File: src/rtl/header.sv
// Shared definitions for the decode stage.
// Holds the opcode enum, NZCV flag bit positions, the control-bit struct,
// the source-use mask struct and the branch-condition helper.
package header;

  localparam int unsigned OP_BITS = 8;

  // Flag register bit positions, ordered [0:3] = N, Z, C, V.
  localparam int unsigned N_IDX = 0;
  localparam int unsigned Z_IDX = 1;
  localparam int unsigned C_IDX = 2;
  localparam int unsigned V_IDX = 3;

  typedef enum logic [OP_BITS-1:0] {
    STALL = 8'd0,
    ADD   = 8'd1,
    ADDI  = 8'd2,
    SUB   = 8'd3,
    SUBI  = 8'd4,
    CMP   = 8'd5,
    CMPI  = 8'd6,
    MOV   = 8'd7,
    MOVI  = 8'd8,
    LDR   = 8'd9,
    STR   = 8'd10,
    B     = 8'd11,
    BEQ   = 8'd12,
    BNE   = 8'd13,
    BGT   = 8'd14,
    BGE   = 8'd15,
    BLT   = 8'd16,
    BLE   = 8'd17,
    BR    = 8'd18,
    BEQR  = 8'd19,
    BNER  = 8'd20,
    BGTR  = 8'd21,
    BGER  = 8'd22,
    BLTR  = 8'd23,
    BLER  = 8'd24
  } opcode;

  typedef struct packed {
    logic regwrite;
    logic use_imm;
    logic memwrite;
    logic memtoreg;
    logic setflags;
    logic branch;
  } ctrl_t;

  // Which register fields the instruction reads (rd also covers the write target).
  typedef struct packed {
    logic rd;
    logic ra;
    logic rb;
  } src_use_t;

  // Branch outcome from N and Z; register forms share the immediate-form conditions.
  function automatic logic branch_taken(opcode op, logic n, logic z);
    logic taken;
    case (op)
      B, BR:       taken = 1'b1;
      BEQ, BEQR:   taken = z;
      BNE, BNER:   taken = ~z;
      BGT, BGTR:   taken = ~n & ~z;
      BGE, BGER:   taken = ~n | z;
      BLT, BLTR:   taken = n & ~z;
      BLE, BLER:   taken = n | z;
      default:     taken = 1'b0;
    endcase
    return taken;
  endfunction

endpackage

File: src/rtl/decode_logic.sv
// Combinational instruction decoder.
// Ports:
//   instr        instruction, bit 0 is the MSB
//   eff_flags    effective NZCV flags used to resolve branches
//   op, rd, ra, rb, imm  extracted fields
//   ctrl         control bits (branch = taken)
//   src_use      register fields the instruction depends on
//   cond_branch  instruction is a conditional branch
//   op_valid     opcode is defined and not STALL (produces an output beat)
module decode_logic
  import header::*;
#(
  parameter int unsigned INSTR_W    = 32,
  parameter int unsigned OPC_W      = 8,
  parameter int unsigned REG_ADDR_W = 4,
  parameter int unsigned IMM_W      = 16
) (
  input  logic [0:INSTR_W-1]    instr,
  input  logic [0:3]            eff_flags,
  output opcode                 op,
  output logic [REG_ADDR_W-1:0] rd,
  output logic [REG_ADDR_W-1:0] ra,
  output logic [REG_ADDR_W-1:0] rb,
  output logic [IMM_W-1:0]      imm,
  output ctrl_t                 ctrl,
  output src_use_t              src_use,
  output logic                  cond_branch,
  output logic                  op_valid
);

  logic unused_cv;

  assign op  = opcode'(instr[0:OPC_W-1]);
  assign rd  = instr[OPC_W +: REG_ADDR_W];
  assign ra  = instr[OPC_W + REG_ADDR_W +: REG_ADDR_W];
  assign rb  = instr[OPC_W + 2 * REG_ADDR_W +: REG_ADDR_W];
  assign imm = instr[INSTR_W - IMM_W +: IMM_W];

  // C and V do not take part in any branch condition.
  assign unused_cv = eff_flags[C_IDX] ^ eff_flags[V_IDX];

  always_comb begin
    ctrl          = '0;
    ctrl.regwrite = 1'b1;
    src_use       = '0;
    cond_branch   = 1'b0;
    op_valid      = 1'b1;
    case (op)
      ADD, SUB: begin
        ctrl.setflags = 1'b1;
        src_use.ra    = 1'b1;
        src_use.rb    = 1'b1;
      end
      ADDI, SUBI: begin
        ctrl.setflags = 1'b1;
        ctrl.use_imm  = 1'b1;
        src_use.ra    = 1'b1;
      end
      CMP: begin
        ctrl.regwrite = 1'b0;
        ctrl.setflags = 1'b1;
        src_use.ra    = 1'b1;
        src_use.rb    = 1'b1;
      end
      CMPI: begin
        ctrl.regwrite = 1'b0;
        ctrl.setflags = 1'b1;
        ctrl.use_imm  = 1'b1;
        src_use.ra    = 1'b1;
      end
      MOV: src_use.ra = 1'b1;
      MOVI: ctrl.use_imm = 1'b1;
      LDR: begin
        ctrl.memtoreg = 1'b1;
        src_use.ra    = 1'b1;
      end
      STR: begin
        ctrl.regwrite = 1'b0;
        ctrl.memwrite = 1'b1;
        src_use.ra    = 1'b1;
        src_use.rd    = 1'b1;
      end
      B, BEQ, BNE, BGT, BGE, BLT, BLE: begin
        ctrl.regwrite = 1'b0;
        ctrl.use_imm  = 1'b1;
        ctrl.branch   = branch_taken(op, eff_flags[N_IDX], eff_flags[Z_IDX]);
        cond_branch   = (op != B);
      end
      BR, BEQR, BNER, BGTR, BGER, BLTR, BLER: begin
        ctrl.regwrite = 1'b0;
        src_use.ra    = 1'b1;
        ctrl.branch   = branch_taken(op, eff_flags[N_IDX], eff_flags[Z_IDX]);
        cond_branch   = (op != BR);
      end
      default: begin
        // STALL and undefined encodings become bubbles.
        ctrl.regwrite = 1'b0;
        op_valid      = 1'b0;
      end
    endcase
    // A written rd is checked too, so a pending write to it holds the instruction off.
    src_use.rd = src_use.rd | ctrl.regwrite;
  end

endmodule

File: src/rtl/decode_unit.sv
// Pipelined decode stage between fetch and execute.
// Ports:
//   clk, rst                 clock, synchronous active-high reset
//   in_valid/in_ready        fetch handshake; in_instr, in_pc
//   out_valid/out_ready      execute handshake; out_op, out_rd/ra/rb, out_imm, out_pc,
//                            out_regwrite/use_imm/memwrite/memtoreg/setflags/branch
//   wb_valid, wb_addr        completed register write (clears scoreboard bit)
//   flags_valid, flags_in    NZCV reported by execute
//   flags                    architectural flag register
//   flush                    kill the beat held in the output register
module decode_unit
  import header::*;
#(
  parameter int unsigned INSTR_W           = 32,
  parameter int unsigned OPC_W             = 8,
  parameter int unsigned REG_ADDR_W        = 4,
  parameter int unsigned IMM_W             = 16,
  parameter int unsigned PC_W              = 16,
  parameter int unsigned MAX_FLAG_INFLIGHT = 4
) (
  input  logic                  clk,
  input  logic                  rst,
  input  logic                  in_valid,
  output logic                  in_ready,
  input  logic [0:INSTR_W-1]    in_instr,
  input  logic [PC_W-1:0]       in_pc,
  output logic                  out_valid,
  input  logic                  out_ready,
  output opcode                 out_op,
  output logic [REG_ADDR_W-1:0] out_rd,
  output logic [REG_ADDR_W-1:0] out_ra,
  output logic [REG_ADDR_W-1:0] out_rb,
  output logic [IMM_W-1:0]      out_imm,
  output logic [PC_W-1:0]       out_pc,
  output logic                  out_regwrite,
  output logic                  out_use_imm,
  output logic                  out_memwrite,
  output logic                  out_memtoreg,
  output logic                  out_setflags,
  output logic                  out_branch,
  input  logic                  wb_valid,
  input  logic [REG_ADDR_W-1:0] wb_addr,
  input  logic                  flags_valid,
  input  logic [0:3]            flags_in,
  output logic [0:3]            flags,
  input  logic                  flush
);

  localparam int unsigned NUM_REGS = 2 ** REG_ADDR_W;
  localparam int unsigned CNT_W    = $clog2(MAX_FLAG_INFLIGHT + 1);

  logic [0:3]            eff_flags;
  opcode                 dec_op;
  logic [REG_ADDR_W-1:0] dec_rd;
  logic [REG_ADDR_W-1:0] dec_ra;
  logic [REG_ADDR_W-1:0] dec_rb;
  logic [IMM_W-1:0]      dec_imm;
  ctrl_t                 dec_ctrl;
  src_use_t              dec_use;
  logic                  dec_cond;
  logic                  dec_valid;

  logic [NUM_REGS-1:0]   sb_q, sb_d, wb_clr, sb_eff;
  logic [CNT_W-1:0]      cnt_q, cnt_d, cnt_after_dec;
  logic [CNT_W:0]        cnt_inc;
  logic [1:0]            cnt_dec;
  logic                  hazard, accept, flush_kill;

  assign eff_flags = flags_valid ? flags_in : flags;

  decode_logic #(
    .INSTR_W    (INSTR_W),
    .OPC_W      (OPC_W),
    .REG_ADDR_W (REG_ADDR_W),
    .IMM_W      (IMM_W)
  ) u_decode_logic (
    .instr       (in_instr),
    .eff_flags   (eff_flags),
    .op          (dec_op),
    .rd          (dec_rd),
    .ra          (dec_ra),
    .rb          (dec_rb),
    .imm         (dec_imm),
    .ctrl        (dec_ctrl),
    .src_use     (dec_use),
    .cond_branch (dec_cond),
    .op_valid    (dec_valid)
  );

  always_comb begin
    wb_clr = '0;
    if (wb_valid) wb_clr[wb_addr] = 1'b1;
  end

  // Same-cycle writeback bypasses the scoreboard so the dependent can go immediately.
  assign sb_eff        = sb_q & ~wb_clr;
  assign cnt_after_dec = (flags_valid && cnt_q != '0) ? cnt_q - CNT_W'(1) : cnt_q;

  always_comb begin
    hazard = 1'b0;
    if (dec_valid) begin
      if (dec_use.ra && sb_eff[dec_ra]) hazard = 1'b1;
      if (dec_use.rb && sb_eff[dec_rb]) hazard = 1'b1;
      if (dec_use.rd && sb_eff[dec_rd]) hazard = 1'b1;
      if (dec_cond && cnt_after_dec != '0) hazard = 1'b1;
      if (dec_ctrl.setflags && cnt_q == CNT_W'(MAX_FLAG_INFLIGHT) && !flags_valid) begin
        hazard = 1'b1;
      end
    end
  end

  assign in_ready   = (~out_valid | out_ready) & ~hazard & ~flush & ~rst;
  assign accept     = in_valid & in_ready;
  assign flush_kill = flush & out_valid;

  always_comb begin
    sb_d = sb_q & ~wb_clr;
    // A killed beat will never write back, so release its destination.
    if (flush_kill && out_regwrite) sb_d[out_rd] = 1'b0;
    if (accept && dec_valid && dec_ctrl.regwrite) sb_d[dec_rd] = 1'b1;
  end

  always_comb begin
    cnt_inc = {1'b0, cnt_q} + {{CNT_W{1'b0}}, accept & dec_ctrl.setflags};
    cnt_dec = {1'b0, flags_valid} + {1'b0, flush_kill & out_setflags};
    if (cnt_inc <= {{(CNT_W - 1){1'b0}}, cnt_dec}) cnt_d = '0;
    else cnt_d = CNT_W'(cnt_inc - {{(CNT_W - 1){1'b0}}, cnt_dec});
  end

  always_ff @(posedge clk) begin
    if (rst) begin
      sb_q  <= '0;
      cnt_q <= '0;
      flags <= '0;
    end else begin
      sb_q  <= sb_d;
      cnt_q <= cnt_d;
      if (flags_valid) flags <= flags_in;
    end
  end

  always_ff @(posedge clk) begin
    if (rst) begin
      out_valid    <= 1'b0;
      out_op       <= STALL;
      out_rd       <= '0;
      out_ra       <= '0;
      out_rb       <= '0;
      out_imm      <= '0;
      out_pc       <= '0;
      out_regwrite <= 1'b0;
      out_use_imm  <= 1'b0;
      out_memwrite <= 1'b0;
      out_memtoreg <= 1'b0;
      out_setflags <= 1'b0;
      out_branch   <= 1'b0;
    end else if (flush) begin
      out_valid <= 1'b0;
    end else if (accept) begin
      out_valid    <= dec_valid;
      out_op       <= dec_valid ? dec_op : STALL;
      out_rd       <= dec_rd;
      out_ra       <= dec_ra;
      out_rb       <= dec_rb;
      out_imm      <= dec_imm;
      out_pc       <= in_pc;
      out_regwrite <= dec_ctrl.regwrite;
      out_use_imm  <= dec_ctrl.use_imm;
      out_memwrite <= dec_ctrl.memwrite;
      out_memtoreg <= dec_ctrl.memtoreg;
      out_setflags <= dec_ctrl.setflags;
      out_branch   <= dec_ctrl.branch;
    end else if (out_ready) begin
      out_valid <= 1'b0;
    end
  end

endmodule

File: config.mk
export PLATFORM = sky130hd
export DESIGN_NAME = decode_unit
export DESIGN_NICKNAME = d
export VERILOG_FILES = /design/src/rtl/header.sv /design/src/rtl/decode_logic.sv /design/src/rtl/decode_unit.sv
export SDC_FILE = /design/constraint.sdc
export NUM_CORES = 1
export LEC_CHECK = 0
export CORE_MARGIN = 3
export CORE_UTILIZATION = 33
export DETAILED_ROUTE_END_ITERATION = 12
export GPL_ROUTABILITY_DRIVEN = 0
export PLACE_DENSITY = 0.59
export SYNTH_ARGS = -nofsm -noshare
export SYNTH_HDL_FRONTEND = slang
export SYNTH_SLANG_ARGS = --single-unit
File: constraint.sdc
create_clock -name clk -period 5 [get_ports clk]
set_input_delay 1 -clock clk [delete_from_list [all_inputs] [get_ports clk]]
set_output_delay 1 -clock clk [all_outputs]
set_load 0.03 [all_outputs]
==> flow_metrics.env <==
export IMPL_cts_tree="done"
export IMPL_drcViolationCount=0
export IMPL_wl_per_cell_um=17.2
export IMPL_die_w_um=125
export IMPL_reg2reg_slack_ps=1550
export IMPL_post_cts_buffers=0
export IMPL_grt_total_usage_pct=17.3
export IMPL_area_delta_synth_final_pct=34.6
export IMPL_leakage_nw=2.44
export IMPL_holdWs_ps=481
export IMPL_synthAdderAreaFrac_pct=2.29
export IMPL_crit_family="buffers and inverters"
export IMPL_cts_buffer_depth=2
export IMPL_slew_headroom_pct=36.9
export IMPL_grt_pass1_vias=4069
export IMPL_synth_edf_count=0
export IMPL_io_pins=127
export IMPL_crit_buf_inv=3
export IMPL_wl_met2_um=6220
export IMPL_grt_pass1_wl_um=22000
export IMPL_period_share_pct=89.3
export IMPL_clkSlewWorstSetupHoldPaths_ps=60
export IMPL_synth_nets=576
export IMPL_slew_violations=0
export IMPL_ir_worst_vdd_mv=0.152
export IMPL_vias_per_cell=5.34
export IMPL_finalHoldViolCount=0
export IMPL_period_minus_slack_ps=4460
export IMPL_antenna_found_initial=0
export IMPL_fin_util_pct=46.6
export IMPL_p_per_area_mw_per_mm2=251
export IMPL_postSynthAreaPerCell_um2=9.29
export IMPL_clk_latency_ps=340
export IMPL_numClockSinks=78
export IMPL_cts_repair_resized=0
export IMPL_grt_max_degree=81
export IMPL_min_path_type="reg2reg"
export IMPL_die_area_mm2=0.0157
export IMPL_cp_end_kind="output pin"
export IMPL_clock_fmax_ghz=0.224
export IMPL_std_cell_rows=42
export IMPL_dp_cells=780
export IMPL_outcome="complete, no violations"
export IMPL_synth_ff_type="dfxtp_1"
export IMPL_cp_arrival_ps=3460
export IMPL_yosys_warnings=0
export IMPL_synth_simple_gate_area_share_pct=22.7
export IMPL_cp_cell_sequence="clkdlybuf4s50_1 > nand2b_1 > o21ai_0 > mux2i_1 > mux4_2 > o2111ai_2 > nand4_2 > inv_1 > buf_4"
export IMPL_maxUsedRoutingLayer="met4"
export IMPL_hpwl_um=10000
export IMPL_hold_buffers=0
export IMPL_ys_seq_elements=78
export IMPL_vias=4243
export IMPL_clockRootBuffer="clkbuf_16"
export IMPL_drv_cap=0
export IMPL_grt_setup_unrepaired="false"
export IMPL_cp_slowest_cell="mux4_2"
export IMPL_final_nets=686
export IMPL_cts_max_level=3
export IMPL_dr_pass1_iters=5
export IMPL_ys_seq_area_share_pct=33.3
export IMPL_synth_xor_area_share_pct=0.747
export IMPL_instances_no_fill=795
export IMPL_synth_area_mux_share_pct=19.2
export IMPL_clock_skew_ps=4.84
export IMPL_cts_buffers=9
export IMPL_async_flop_share_pct=0
export IMPL_synthCells=505
export IMPL_worstPathRequired_ps=4000
export IMPL_initial_core_util_pct=34.6
export IMPL_core_area_mm2=0.0136
export IMPL_crit_type="in2out"
export IMPL_postRouteAntennaNets=0
export IMPL_die_h_um=125
export IMPL_port_buffers=126
export IMPL_grt_overflow=0
export IMPL_tns_ps=0
export IMPL_max_stage_delay_ps=500
export IMPL_m1WireLength_um=6310
export IMPL_setup_violations=0
export IMPL_final_area_mm2=0.00631
export IMPL_synth_compound_area_share_pct=15.9
export IMPL_place_area_mm2=0.00605
export IMPL_drt_initial_drc_count=265
export IMPL_worst_slew_pin_slew_ps=947
export IMPL_synth_cell_type_count=62
export IMPL_worstSetupStartpointType="input pin"
export IMPL_drive_above_1_share_pct=12.9
export IMPL_drt_total_wl_um=13700
export IMPL_met3_length_um=860
export IMPL_syn_area_mm2=0.00469
export IMPL_synth_top_family_by_area="simple AND/OR/NAND/NOR gates"
export IMPL_antennaDiodeCount=0
export IMPL_cp_max_fo=9
-- layout make-up --
| cell class | instances | area [um^2] |
|---|---|---|
| clock buffer | 11 | 243 |
| clock inverter | 4 | 23.8 |
| fill | 1292 | 7250 |
| inverter | 16 | 60.1 |
| multi-input combinational | 371 | 2850 |
| sequential | 78 | 1560 |
| tap | 176 | 220 |
| timing repair buffer | 139 | 1350 |
-- cell families (layout without fill, tap and decap cells) --
logic type / count (synthesis) / after routing
AND/OR/NAND/NOR: 186 / 186
AO/OA/AOI/OAI: 104 / 104
flip-flops: 78 / 78
multiplexers: 69 / 69
buffers and inverters: 56 / 170
adder cells (fa/ha/maj): 8 / 8
XOR/XNOR: 4 / 4
-- placed cells by master, fill, tap and decap left out, drive strengths merged, types with 16 or more instances in the layout --
master / n
mux2: 39
o21ai: 29
nand2b: 21
nand2: 29
dfxtp: 78
clkdlybuf4s50: 124
mux2i: 26
nor2b: 53
inv: 16
nor2: 27
o31ai: 17
-- synthesized netlist by cell type (all sizes together), types with 13 or more instances --
| cell | n | area share, % |
|---|---|---|
| buf | 13 | 2.4 |
| clkbuf | 27 | 2.2 |
| dfxtp | 78 | 33 |
| inv | 16 | 1.3 |
| mux2 | 39 | 12 |
| mux2i | 26 | 5.5 |
| nand2 | 29 | 2.3 |
| nand2b | 21 | 2.8 |
| nand3 | 13 | 1.4 |
| nor2 | 27 | 2.2 |
| nor2b | 53 | 7.1 |
| o21ai | 29 | 3.3 |
| o31ai | 17 | 2.7 |
-- tightest hold or removal path, delay by kind of cell (launching register included) --
family | cells | cell delay (ps)
multiplexers | 1 | 60
flip-flops | 1 | 310
AND/OR/NAND/NOR | 1 | 60
-- state kept, by name (all words and copies together) (netlist names) --
register / flops
out_memtoreg: 1
out_branch: 1
out_ra: 4
sb_q: 16
out_rb: 4
out_valid: 1
out_pc: 16
flags: 4
out_memwrite: 1
out_op: 8
out_rd: 4
out_setflags: 1
out_use_imm: 1
out_imm: 12
cnt_q: 3
out_regwrite: 1
-- metal layers --
layer  GRT usage [%]  vias to the layer above
li1                -                     2044
met1            23.6                     1991
met2            26.7                      180
met3            3.58                       28
met4            6.89                        0
met5               0                        -
-- metrics by stage --
step	setup WS (ps)	total power [mW]
final	535	1.59
after floorplan	666	0.863
after global routing	379	1.65
after global placement	417	0.993
after detailed placement	316	0.997
after CTS	560	1.61
-- power by group --
group | total [mW] | leakage [nW] | switching, mW | internal (mW)
sequential | 0.663 | 0.635 | 0.0173 | 0.645
combinational | 0.322 | 1.67 | 0.166 | 0.156
clock | 0.602 | 0.135 | 0.257 | 0.345
-- final timing paths --
path	depth (start not counted)	end	startpoint
max	9	in_ready	wb_addr[0]
min	2	out_memwrite$_SDFFE_PP0P_	out_memwrite$_SDFFE_PP0P_
min reg2reg	2	out_memwrite$_SDFFE_PP0P_	out_memwrite$_SDFFE_PP0P_
max reg2reg	15	cnt_q[2]$_SDFF_PP0_	cnt_q[1]$_SDFF_PP0_
Power figures use the tool's default switching activity.
